`src/rtl/fetch_queue.sv`:
```
// Instruction fetch front end: owns the PC, drives the instruction memory address
// and buffers fetched words with their PC and PC+8 in an in-order queue for the decoder.
module fetch_queue #(
  parameter int unsigned DEPTH        = 4,
  parameter logic [31:0] RESET_VECTOR = 32'h0000_0000
) (
  input  logic                      clk,
  input  logic                      reset,
  output logic [31:0]               imem_addr,
  input  logic [31:0]               imem_rd,
  input  logic                      fetch_en,
  input  logic                      redirect_valid,
  input  logic [31:0]               redirect_target,
  output logic                      dec_valid,
  input  logic                      dec_ready,
  output logic [31:0]               dec_instr,
  output logic [31:0]               dec_pc,
  output logic [31:0]               dec_pc_plus8,
  output logic [$clog2(DEPTH):0]    occupancy
);

  localparam int unsigned PW = $clog2(DEPTH);
  localparam int unsigned OW = PW + 1;
  localparam logic [OW-1:0] FULL = OW'(DEPTH);

  logic [31:0]   pc_q, pc_d;
  logic [PW-1:0] wr_ptr_q, wr_ptr_d;
  logic [PW-1:0] rd_ptr_q, rd_ptr_d;
  logic [OW-1:0] occ_q, occ_d;

  logic [31:0] instr_q  [DEPTH];
  logic [31:0] pc_ent_q [DEPTH];
  logic [31:0] pc8_ent_q[DEPTH];

  logic pop, push, space;
  logic unused_target_lsbs;

  assign unused_target_lsbs = ^redirect_target[1:0];

  assign dec_valid = (occ_q != '0);
  assign pop       = dec_valid & dec_ready;
  // A pop in the same cycle frees a slot, so a full queue can keep streaming.
  assign space     = (occ_q != FULL) | pop;
  assign push      = fetch_en & space & ~redirect_valid;

  always_comb begin
    pc_d     = pc_q;
    wr_ptr_d = wr_ptr_q;
    rd_ptr_d = rd_ptr_q;
    occ_d    = occ_q;
    if (redirect_valid) begin
      pc_d     = {redirect_target[31:2], 2'b00};
      wr_ptr_d = '0;
      rd_ptr_d = '0;
      occ_d    = '0;
    end else begin
      if (push) begin
        pc_d     = pc_q + 32'd4;
        wr_ptr_d = wr_ptr_q + PW'(1);
      end
      if (pop) begin
        rd_ptr_d = rd_ptr_q + PW'(1);
      end
      case ({push, pop})
        2'b10:   occ_d = occ_q + OW'(1);
        2'b01:   occ_d = occ_q - OW'(1);
        default: occ_d = occ_q;
      endcase
    end
  end

  always_ff @(posedge clk or negedge reset) begin
    if (!reset) begin
      pc_q     <= RESET_VECTOR;
      wr_ptr_q <= '0;
      rd_ptr_q <= '0;
      occ_q    <= '0;
    end else begin
      pc_q     <= pc_d;
      wr_ptr_q <= wr_ptr_d;
      rd_ptr_q <= rd_ptr_d;
      occ_q    <= occ_d;
    end
  end

  // Entry payload carries no reset; validity is tracked solely by occupancy.
  always_ff @(posedge clk) begin
    if (push) begin
      instr_q[wr_ptr_q]   <= imem_rd;
      pc_ent_q[wr_ptr_q]  <= pc_q;
      pc8_ent_q[wr_ptr_q] <= pc_q + 32'd8;
    end
  end

  assign imem_addr    = pc_q;
  assign occupancy    = occ_q;
  assign dec_instr    = dec_valid ? instr_q[rd_ptr_q]   : 32'd0;
  assign dec_pc       = dec_valid ? pc_ent_q[rd_ptr_q]  : 32'd0;
  assign dec_pc_plus8 = dec_valid ? pc8_ent_q[rd_ptr_q] : 32'd0;

endmodule

```
`config.mk`:
```
export PLATFORM = sky130hd
export DESIGN_NAME = fetch_queue
export DESIGN_NICKNAME = d
export VERILOG_FILES = /design/src/rtl/fetch_queue.sv
export SDC_FILE = /design/constraint.sdc
export NUM_CORES = 1
export LEC_CHECK = 0
export BUFFER_PORTS_ARGS = -buffer_cell sky130_fd_sc_hd__buf_2
export CORE_MARGIN = 8
export CORE_UTILIZATION = 54
export CTS_BUF_LIST = sky130_fd_sc_hd__clkbuf_2
export DETAILED_ROUTE_END_ITERATION = 7
export PLACE_DENSITY_LB_ADDON = 0.25
export SYNTH_ARGS = -nofsm -noshare
export SYNTH_HDL_FRONTEND = slang
export SYNTH_SLANG_ARGS = --single-unit
```
`constraint.sdc`:
```
create_clock -name clk -period 3.6 [get_ports clk]
set_input_delay 0.54 -clock clk [delete_from_list [all_inputs] [get_ports clk]]
set_output_delay 0.54 -clock clk [all_outputs]
set_load 0.05 [all_outputs]
```
Yosys cells after proc, flatten, opt, wreduce, memory -nomap -nowiden
Memories as Yosys holds them, arrays and structs flattened.
Cells that the tools add are included.
{"block": "word_totals", "reg_bits": 39, "mem_bits_rw": 384, "input_bits": 69, "output_inout_bits": 132, "wordCells": 38, "mem_count": 3}
{"memory": "instr_q", "words": 4, "width": 32, "rd": 1, "rd_ports_with_merged_regs": 0, "write_ports": 1, "line": "31", "source": "logic [31:0] instr_q [DEPTH];"}
{"memory": "pc8_ent_q", "words": 4, "width": 32, "rd": 1, "rd_ports_with_merged_regs": 0, "write_ports": 1, "line": "33", "source": "logic [31:0] pc8_ent_q[DEPTH];"}
{"memory": "pc_ent_q", "words": 4, "width": 32, "rd": 1, "rd_ports_with_merged_regs": 0, "write_ports": 1, "line": "32", "source": "logic [31:0] pc_ent_q [DEPTH];"}
{"block": "classes", "add_sub_neg": 6, "n_eq_ne": 3, "mux": 13, "n_bitwise": 5, "n_reduce_logical": 4}
{"operator": "32-bit 2-to-1 mux", "count": 5}
{"operator": "32-bit by 3-bit adder with 32-bit output, second input constant", "count": 1}
{"operator": "32-bit by 4-bit adder with 32-bit output, second input constant", "count": 1}
{"operator": "2-bit 2-to-1 mux", "count": 4}
{"operator": "3-bit one-hot mux with 2 select lines", "count": 1}
{"operator": "3-bit nonzero test", "count": 2}
{"operator": "2-bit by 1-bit adder with 2-bit output, second input constant", "count": 2}
{"operator": "2-bit nonzero test", "count": 2}
{"operator": "3-bit by 1-bit adder with 3-bit output, second input constant", "count": 1}
{"operator": "1-bit bitwise AND", "count": 3}
{"operator": "3-bit 2-to-1 mux", "count": 1}
{"operator": "3-bit != test, second input constant", "count": 1}
{"operator": "3-bit by 1-bit subtractor with 3-bit output, second input constant", "count": 1}
{"operator": "2-bit by 1-bit equality test with 1-bit output, second input constant", "count": 1}
{"operator": "2-bit equality test, second input constant", "count": 1}
{"operator": "1-bit 2-to-1 mux", "count": 2}
{"operator": "1-bit NOT", "count": 1}
{"operator": "1-bit OR", "count": 1}

Logic depth before layout (Yosys ltp)
Gate-level depths: netlist of the first run.
{"block": "logic_depth", "word_depth": 8, "mapped_depth": 10, "ltp_nobuf": 9}

Least setup slack after synthesis of the first run
Ideal clock, no wire load.
{"block": "synth_timing", "path_type": "register -> register", "start": "register occ_q[0], in the netlist occupancy[0]", "end": "memory instr_q[0][0], enable pin", "setup_ns": 0.460, "t_arrival_ns": 3.570, "required_time_ns": 3.140, "path_slack_ns": -0.430, "stages_incl_launch_ff": 6, "path_buffers": 1, "period_less_slack_ns": 4.030, "cell_sequence": "dfrtp_1 or4b_4 buf_6 nand2_8 nor2_1 and2_1"}
{"block": "synth_via", "elab_chain_cells": 7, "elab_cells_between_ends": 8, "classes_between": "eq/ne: 1; mux: 2; bitwise: 4; reduce/logical: 1"}
{"element": "start, declared", "line": "29", "source": "logic [OW-1:0] occ_q, occ_d;"}
{"element": "start signal, assigned", "line": "77", "source": "occ_q <= '0;"}
{"element": "start signal, assigned", "line": "82", "source": "occ_q <= occ_d;"}
{"element": "3-bit nonzero test", "line": "40", "source": "assign dec_valid = (occ_q != '0);"}
{"element": "1-bit bitwise AND", "line": "41", "source": "assign pop = dec_valid & dec_ready;"}
{"element": "1-bit OR *", "line": "43", "source": "assign space = (occ_q != FULL) | pop;"}
{"element": "1-bit bitwise AND * (2 in series)", "line": "44", "source": "assign push = fetch_en & space & ~redirect_valid;"}
{"element": "1-bit 2-to-1 mux *", "line": "88", "source": "if (push) begin"}
{"element": "1-bit 2-to-1 mux (implied by the code) *", "line": "89", "source": "instr_q[wr_ptr_q] <= imem_rd;"}
{"element": "end, declared", "line": "31"}
Every way passes the cells marked *; elsewhere a longest branch is shown, timed or not.

Final worst setup path of the first run
{"block": "layout_timing", "start": "register rd_ptr_q[0]", "end": "output dec_pc[29]"}
{"block": "layout_via", "elab_chain_cells": 2}
{"element": "start, declared", "line": "28", "source": "logic [PW-1:0] rd_ptr_q, rd_ptr_d;"}
{"element": "start signal, assigned", "line": "81", "source": "rd_ptr_q <= rd_ptr_d;"}
{"element": "memory 4 x 32 bit"}
{"element": "32-bit 2-to-1 mux", "line": "98", "source": "assign dec_pc = dec_valid ? pc_ent_q[rd_ptr_q] : 32'd0;"}
{"element": "end, declared", "line": "17", "source": "output logic [31:0] dec_pc,"}
Every way passes these cells.

==> impl_results.md, run 1 <==
* Status: finished, final reports clean
* Vias at 9,508
* Critical R2R Capture: occupancy[2]$_DFFE_PN0P_
* Slew Viols, Final at 0
* H-tree depth at 3
* Layout Nets at 1,309
* Share of cells above drive strength 1 at 36.70%
* Worst hold path class: input port to flip-flop
* RR Startpoint: occupancy[0]$_DFFE_PN0P_
* Vias in the first global route at approximately 10k
* Pleak at 7.010 nW
* TritonCTS buffer count at 97
* RSZ-0062 raised after global routing: false
* Worst setup EP type: output pin
* Syn_area_per_cell at 18.16 µm²
* Hold Crit Endpoint: occupancy[1]$_DFFE_PN0P_
* Synthesized cell area at 16,540 µm²
* Root Buffer: clkbuf_2
* First-pass GRT wire length at 56,370 µm
* Seq/Total Area, Yosys at 71.68%
* Final Hold Vio Count at 0
* Routed wire length at roughly 37,000 µm
* Antenna violations before repair at 1
* Die Ht at 191.0 µm
* DP Wirelength at 21,940 µm
* Pin count of the biggest net entering global routing at 57
* DP Worst Slack at between 0.7 and 0.8 ns
* Fraction of registers with async set/reset at 9.227%
* Startpoint Class: flip-flop
* WP data arrival at 2.83 ns
* IO Count at 201
* Mapped Cells at 911
* Clk_skew at 0.06219 ns
* Vias/cell at 5.586
* Number of flops mapped to enable cells by yosys at approximately 360
* Post-layout minimum cycle time at 3.368 ns
* First drt pass iteration count at 5
* Maximum buffer depth of the clock tree at 3
* Port bufs at 192
* Worst-path cell chain: buf_4, mux4_2, and2_1, buf_2
* Reg clk slew, reported paths at 0.08 ns
* Largest cells by area after synthesis: edfxtp_1, mux4_2, dfrtp_1, and2_1, xnor2_1
* Worst Reg-to-Reg Cells at 9
* Critical path class: flip-flop to output pin
* Share of the synthesized area in the top cell type at 66.09%
* Number of distinct library cells after synthesis at 52
* Core Area at 30,350 µm²
* #FFs+latches synth at 401
* Routed length per placed instance at 21.73 µm
* Slew at the pin with the worst max-slew slack at 0.9608 ns
* DR iter-0 viols at 648
* Area leader, netlist: edfxtp_1
* Max cap viols at 0
* # DRC at 0
* Setup violators final at 0
* CP max-delay cell: dfrtp_4
* VDD IR-drop max at 0.0007958 V
* CP peak stage delay at 0.62 ns
* Postcts setup bufs at 0
* Worst skew pair latency at 0.88 ns
* Crit path max fanout at 14
* Synth Warn # at 0
* GPL Wtd Cong at between 0.7 and 0.8
* Final Cycle Share at 93.54%
* Power per cell area at 738.0 nW/µm²
* Setup TNS at 0 ns
* Cell Rows at 64
* Relative slew slack at 35.94%
* Initial Util at between 50% and 60%
* Grt ovf at 0
* Reg2reg setup slack at 0.72 ns
* Top FF cell, synth: edfxtp_1
* Remaining antenna violation count after routing at 0
* Synthesis-to-layout area growth at 18.10%
* Die area at 36,480 µm²
* WHS Path Cells at 4
* Overall routing resource usage at 19.97%
* HP Start: dec_ready
* Chip width at 191.0 µm
* Most instantiated cells after synthesis: edfxtp_1, and2_1, mux4_2
* PnR worst setup slack at 0.2324 ns
* CTS tree: done
* Sink Count at 401
* Count leader, synth: edfxtp_1
* Max frequency at 0.2970 GHz
* Required time worst endpoint at ~3.1 ns
[metrics by stage]
stage	cell area, µm²	util [%]	hold slack (ns)	instances	power, mW
floorplan	16560	-	0.2444	916	10.13
global placement	18030	59.41	0.5720	1465	11.63
detailed placement	18030	59.41	0.5675	1465	11.65
CTS	19520	64.31	0.02489	1700	14.55
global route	19530	64.36	0.05933	1702	15.10
finish	19530	64.36	0.1117	1702	14.42
[final cells by class]
class                   instances  area (µm²)
diodes                          1       2.502
clock buffers                 151       755.7
clock inverters                20       92.59
fillers                      2216       10820
inverters                       7       26.28
multi-input cells             449        4399
flip-flops and latches        401       11860
well taps                     396       495.5
repair buffers                277        1897
[worst max-delay path by stage]
stage                                        start                       end  slack, ns  depth (start not counted)
final                      rd_ptr_q[0]$_DFFE_PN0P_                dec_pc[29]       0.23                          4
after CTS                  rd_ptr_q[0]$_DFFE_PN0P_          dec_pc_plus8[23]       0.11                          4
after global routing       rd_ptr_q[0]$_DFFE_PN0P_          dec_pc_plus8[23]       0.03                          4
after floorplan           occupancy[0]$_DFFE_PN0P_   instr_q[0][0]$_DFFE_PP_       0.57                          5
after global placement                   dec_ready  occupancy[2]$_DFFE_PN0P_       0.78                         10
after detailed placement                 dec_ready  occupancy[2]$_DFFE_PN0P_       0.75                         10
[what timing repair did]
item / CTS / global route
setup endpoints to repair: 0 / 2
endpoints found under the hold margin: 196 / 0
resized for setup: 0 / 1
hold buffers: 64 / 0
[flip-flops by register name (all words and copies together), names as in the netlist]
name	cells
imem_addr	30
instr_q	128
occupancy	3
pc8_ent_q	119
pc_ent_q	117
rd_ptr_q	2
wr_ptr_q	2
[cell usage in the layout, fill, tap and decap left out, types with 6 or more instances in the layout]
master and count:
nand4_1 13, buf_12 11, conb_1 6, o21ai_0 17, mux4_2 91, inv_1 7
nand2_1 33, dlygate4sd3_1 64, dfrtp_1 35, a31oi_1 15, or4_1 12, and2_1 94
xor2_1 15, edfxtp_1 364, xnor2_1 25, o31ai_1 12, buf_2 192, nor2_1 27
nor3_1 6, nand3_1 22, ha_1 6, clkbuf_2 151, buf_4 10, clkinv_1 14
[metal layers]
metal / up-vias / wire (µm) / GRT usage, %
li1: 4291 / - / -
met1: 4814 / 16050 / 27.06
met2: 338 / 17570 / 31.23
met3: 65 / 2632 / 5.545
met4: 0 / 738 / 6.235
met5: - / 0 / 0
[worst max-delay path: cells and delay by family (launching register included)]
family	cells	cell delay, ns
flops	1	0.62
mux	1	0.54
simple gates	1	0.21
buf+inv	2	0.58
[cell families (layout without fill, tap and decap cells)]
group	Yosys count	count (layout)	share of synthesized area, %
buffers and inverters	67	455	1.990
other	1	7	0.02267
multiplexers	92	92	12.45
adder cells (fa/ha/maj)	7	7	0.5749
flip-flops	401	401	71.68
AO/OA/AOI/OAI	57	57	2.194
XOR/XNOR	41	41	2.254
AND/OR/NAND/NOR	245	246	8.828
[power breakdown]
part	switching, mW	internal, mW
clock network	1.71	1.11
logic	4.16	1.78
registers	0.280	5.37
Power figures use the tool's default switching activity.
==> run 2: changes to the inputs <==
--- a/config.mk
+++ b/config.mk
@@ -11,6 +11,7 @@
 export CTS_BUF_LIST = sky130_fd_sc_hd__clkbuf_2
 export DETAILED_ROUTE_END_ITERATION = 7
 export PLACE_DENSITY_LB_ADDON = 0.25
+export REMOVE_ABC_BUFFERS = 1
 export SYNTH_ARGS = -nofsm -noshare
 export SYNTH_HDL_FRONTEND = slang
 export SYNTH_SLANG_ARGS = --single-unit
==> impl_results.md, run 2 (synthesized netlist as in run 1, its figures left out) <==
* Reg clk slew, reported paths at 0.09 ns
* RR Startpoint: occupancy[0]$_DFFE_PN0P_
* First drt pass iteration count at 5
* Vias/cell at ~5.4
* Final core utilization at around 64%
* CP peak stage delay at 0.64 ns
* Required time worst endpoint at ~3.1 ns
* Port bufs at 192
* Crit path from: rd_ptr_q[0]$_DFFE_PN0P_
* Max frequency at 0.3054 GHz
* Max FFs per register at 128
* Slew at the pin with the worst max-slew slack at 0.9352 ns
* Placed cell count at 1,466
* Most common cell after layout, fill and taps aside: edfxtp_1
* Net Switching at between 6 and 7 mW
* Cell area after layout at 19,550 µm²
* Layout Nets at 1,310
* Status: finished, final reports clean
* Routed wire length at ~36,000 µm
* Final Hold Vio Count at 0
* Die Ht at 191.0 µm
* HP Start: fetch_en
* Placed cell area at between 15,000 and 20,000 µm²
* DP Wirelength at around 22,000 µm
* Pin count of the biggest net entering global routing at between 60 and 70
* Biggest register: instr_q
* CP max-delay cell: dfrtp_4
* Worst-path cell chain: buf_4, mux4_2, and2_1, buf_2
* Share of cells above drive strength 1 at 36.14%
* Post-layout minimum cycle time at 3.274 ns
* Final Cycle Share at about nine tenths
* Pleak at 7.025 nW
* Worst hold slack at 0.08795 ns
* Slew Viols, Final at 0
* Grt ovf at 0
* Worst setup EP type: output pin
* First-pass GRT wire length at 55,860 µm
* Setup TNS at 0 ns
* Root Buffer: clkbuf_2
* Combinational share of power at between 40% and 50%
* DR iter-0 viols at 638
* DP Worst Slack at 0.7993 ns
* Worst hold path class: input port to flip-flop
* GPL Wtd Cong at 0.7465
* Maximum buffer depth of the clock tree at 3
* # DRC at 0
* Finished Layout Cells at 1,714
* Chip width at about 190 µm
* Critical path class: flip-flop to output pin
* VDD IR-drop max at 0.0006538 V
* WP buf/inv at 2
* Routed length per placed instance at 20.92 µm
* Vias in the first global route at 10.08k
* TritonCTS buffer count at 98
* CTS tree: done
* Power per cell area at approximately 740 nW/µm²
* RSZ-0062 raised after global routing: false
* Die area at 36,480 µm²
* Final total power at 14.38 mW
* CTS resizes at 0
* Crit path max fanout at 12
* PnR worst setup slack at 0.3259 ns
* Seq pwr share at 39.0%
* Antenna violations before repair at 1
* Max cap viols at 0
* Clk pwr share at 19.8%
* Relative slew slack at 37.65%
* Vias at 9,341
* Overall routing resource usage at 19.87%
* Sw frac at 42.65%
* IO Count at 201
* WP data arrival at 2.73 ns
* H-tree depth at 3
* Remaining antenna violation count after routing at 0
* Largest delay share family, worst path: flip-flops
* Initial Util at 54.50%
* Sink Count at 401
* Core Area at 30,350 µm²
* Commonest cells after routing, fill and taps aside: edfxtp_1, buf_2, clkbuf_2, and2_1, mux4_2
* Biggest regs: instr_q x128, pc8_ent_q x119, pc_ent_q x117
* Clk_skew at 0.09319 ns
* Cell Int Power at slightly above 8 mW
* Cell Rows at 64
* Worst skew pair latency at 0.91 ns
* Setup violators final at 0
* Startpoint Class: flip-flop
* Synthesis-to-layout area growth at 18.18%
## run 2: cell count changes in the layout (fill, tap and decap cells not counted), sizes merged
cell,before,now
or3,5,4
clkbuf,151,142
dlygate4sd3,64,63
buf,213,215
clkinv,15,37
inv,10,11
clkinvlp,2,0
## run 2: worst min-delay path, cell delays in order
cell     delay (ns)
buf_2          0.19
nand3_1        0.10
a21oi_1        0.06
## run 2: worst paths after layout
kind                                        endpoint  slack, ns  depth (start not counted)
min                          wr_ptr_q[1]$_DFFE_PN0N_       0.09                          3
min in group asynchronous  imem_addr[15]$_DFFE_PN0N_       0.31                          2
max                                     dec_instr[7]       0.33                          4
max reg2reg                 occupancy[2]$_DFFE_PN0P_       0.88                          9
max in group asynchronous    rd_ptr_q[0]$_DFFE_PN0P_       2.53                          2
min reg2reg                  wr_ptr_q[1]$_DFFE_PN0N_       0.60                          2
## run 2: power by group through the flow
stage | Combinational, mW | Clock [mW] | Sequential [mW]
finish | 5.93 | 2.85 | 5.60
global placement | 5.90 | 0 | 5.72
detailed placement | 5.92 | 0 | 5.74
CTS | 5.98 | 2.97 | 5.63
floorplan | 4.13 | 0 | 6.03
global route | 6.27 | 3.20 | 5.64
## run 2: cell type report
cell class / instances / area (µm²)
multi-input cells: 448 / 4388
clock buffers: 142 / 710.7
diodes: 1 / 2.502
well taps: 396 / 495.5
fillers: 2246 / 10800
flip-flops and latches: 401 / 11860
inverters: 7 / 26.28
repair buffers: 278 / 1884
clock inverters: 41 / 175.2
## run 2: metal layers
layer / up-vias / wire length, µm / global-route usage (%) / part of all wire (%)
li1: 4307 / - / - / -
met1: 4624 / 15130 / 26.25 / 42
met2: 360 / 17430 / 32.13 / 49
met3: 50 / 2886 / 5.691 / 8.0
met4: 0 / 413 / 5.251 / 1.2
met5: - / 0 / 0 / 0
## run 2: timing repair
action	in CTS	in global routing
hold endpoints to repair	195	0
buffers inserted	0	1
hold buffers	63	0
endpoints found under the setup margin	0	2
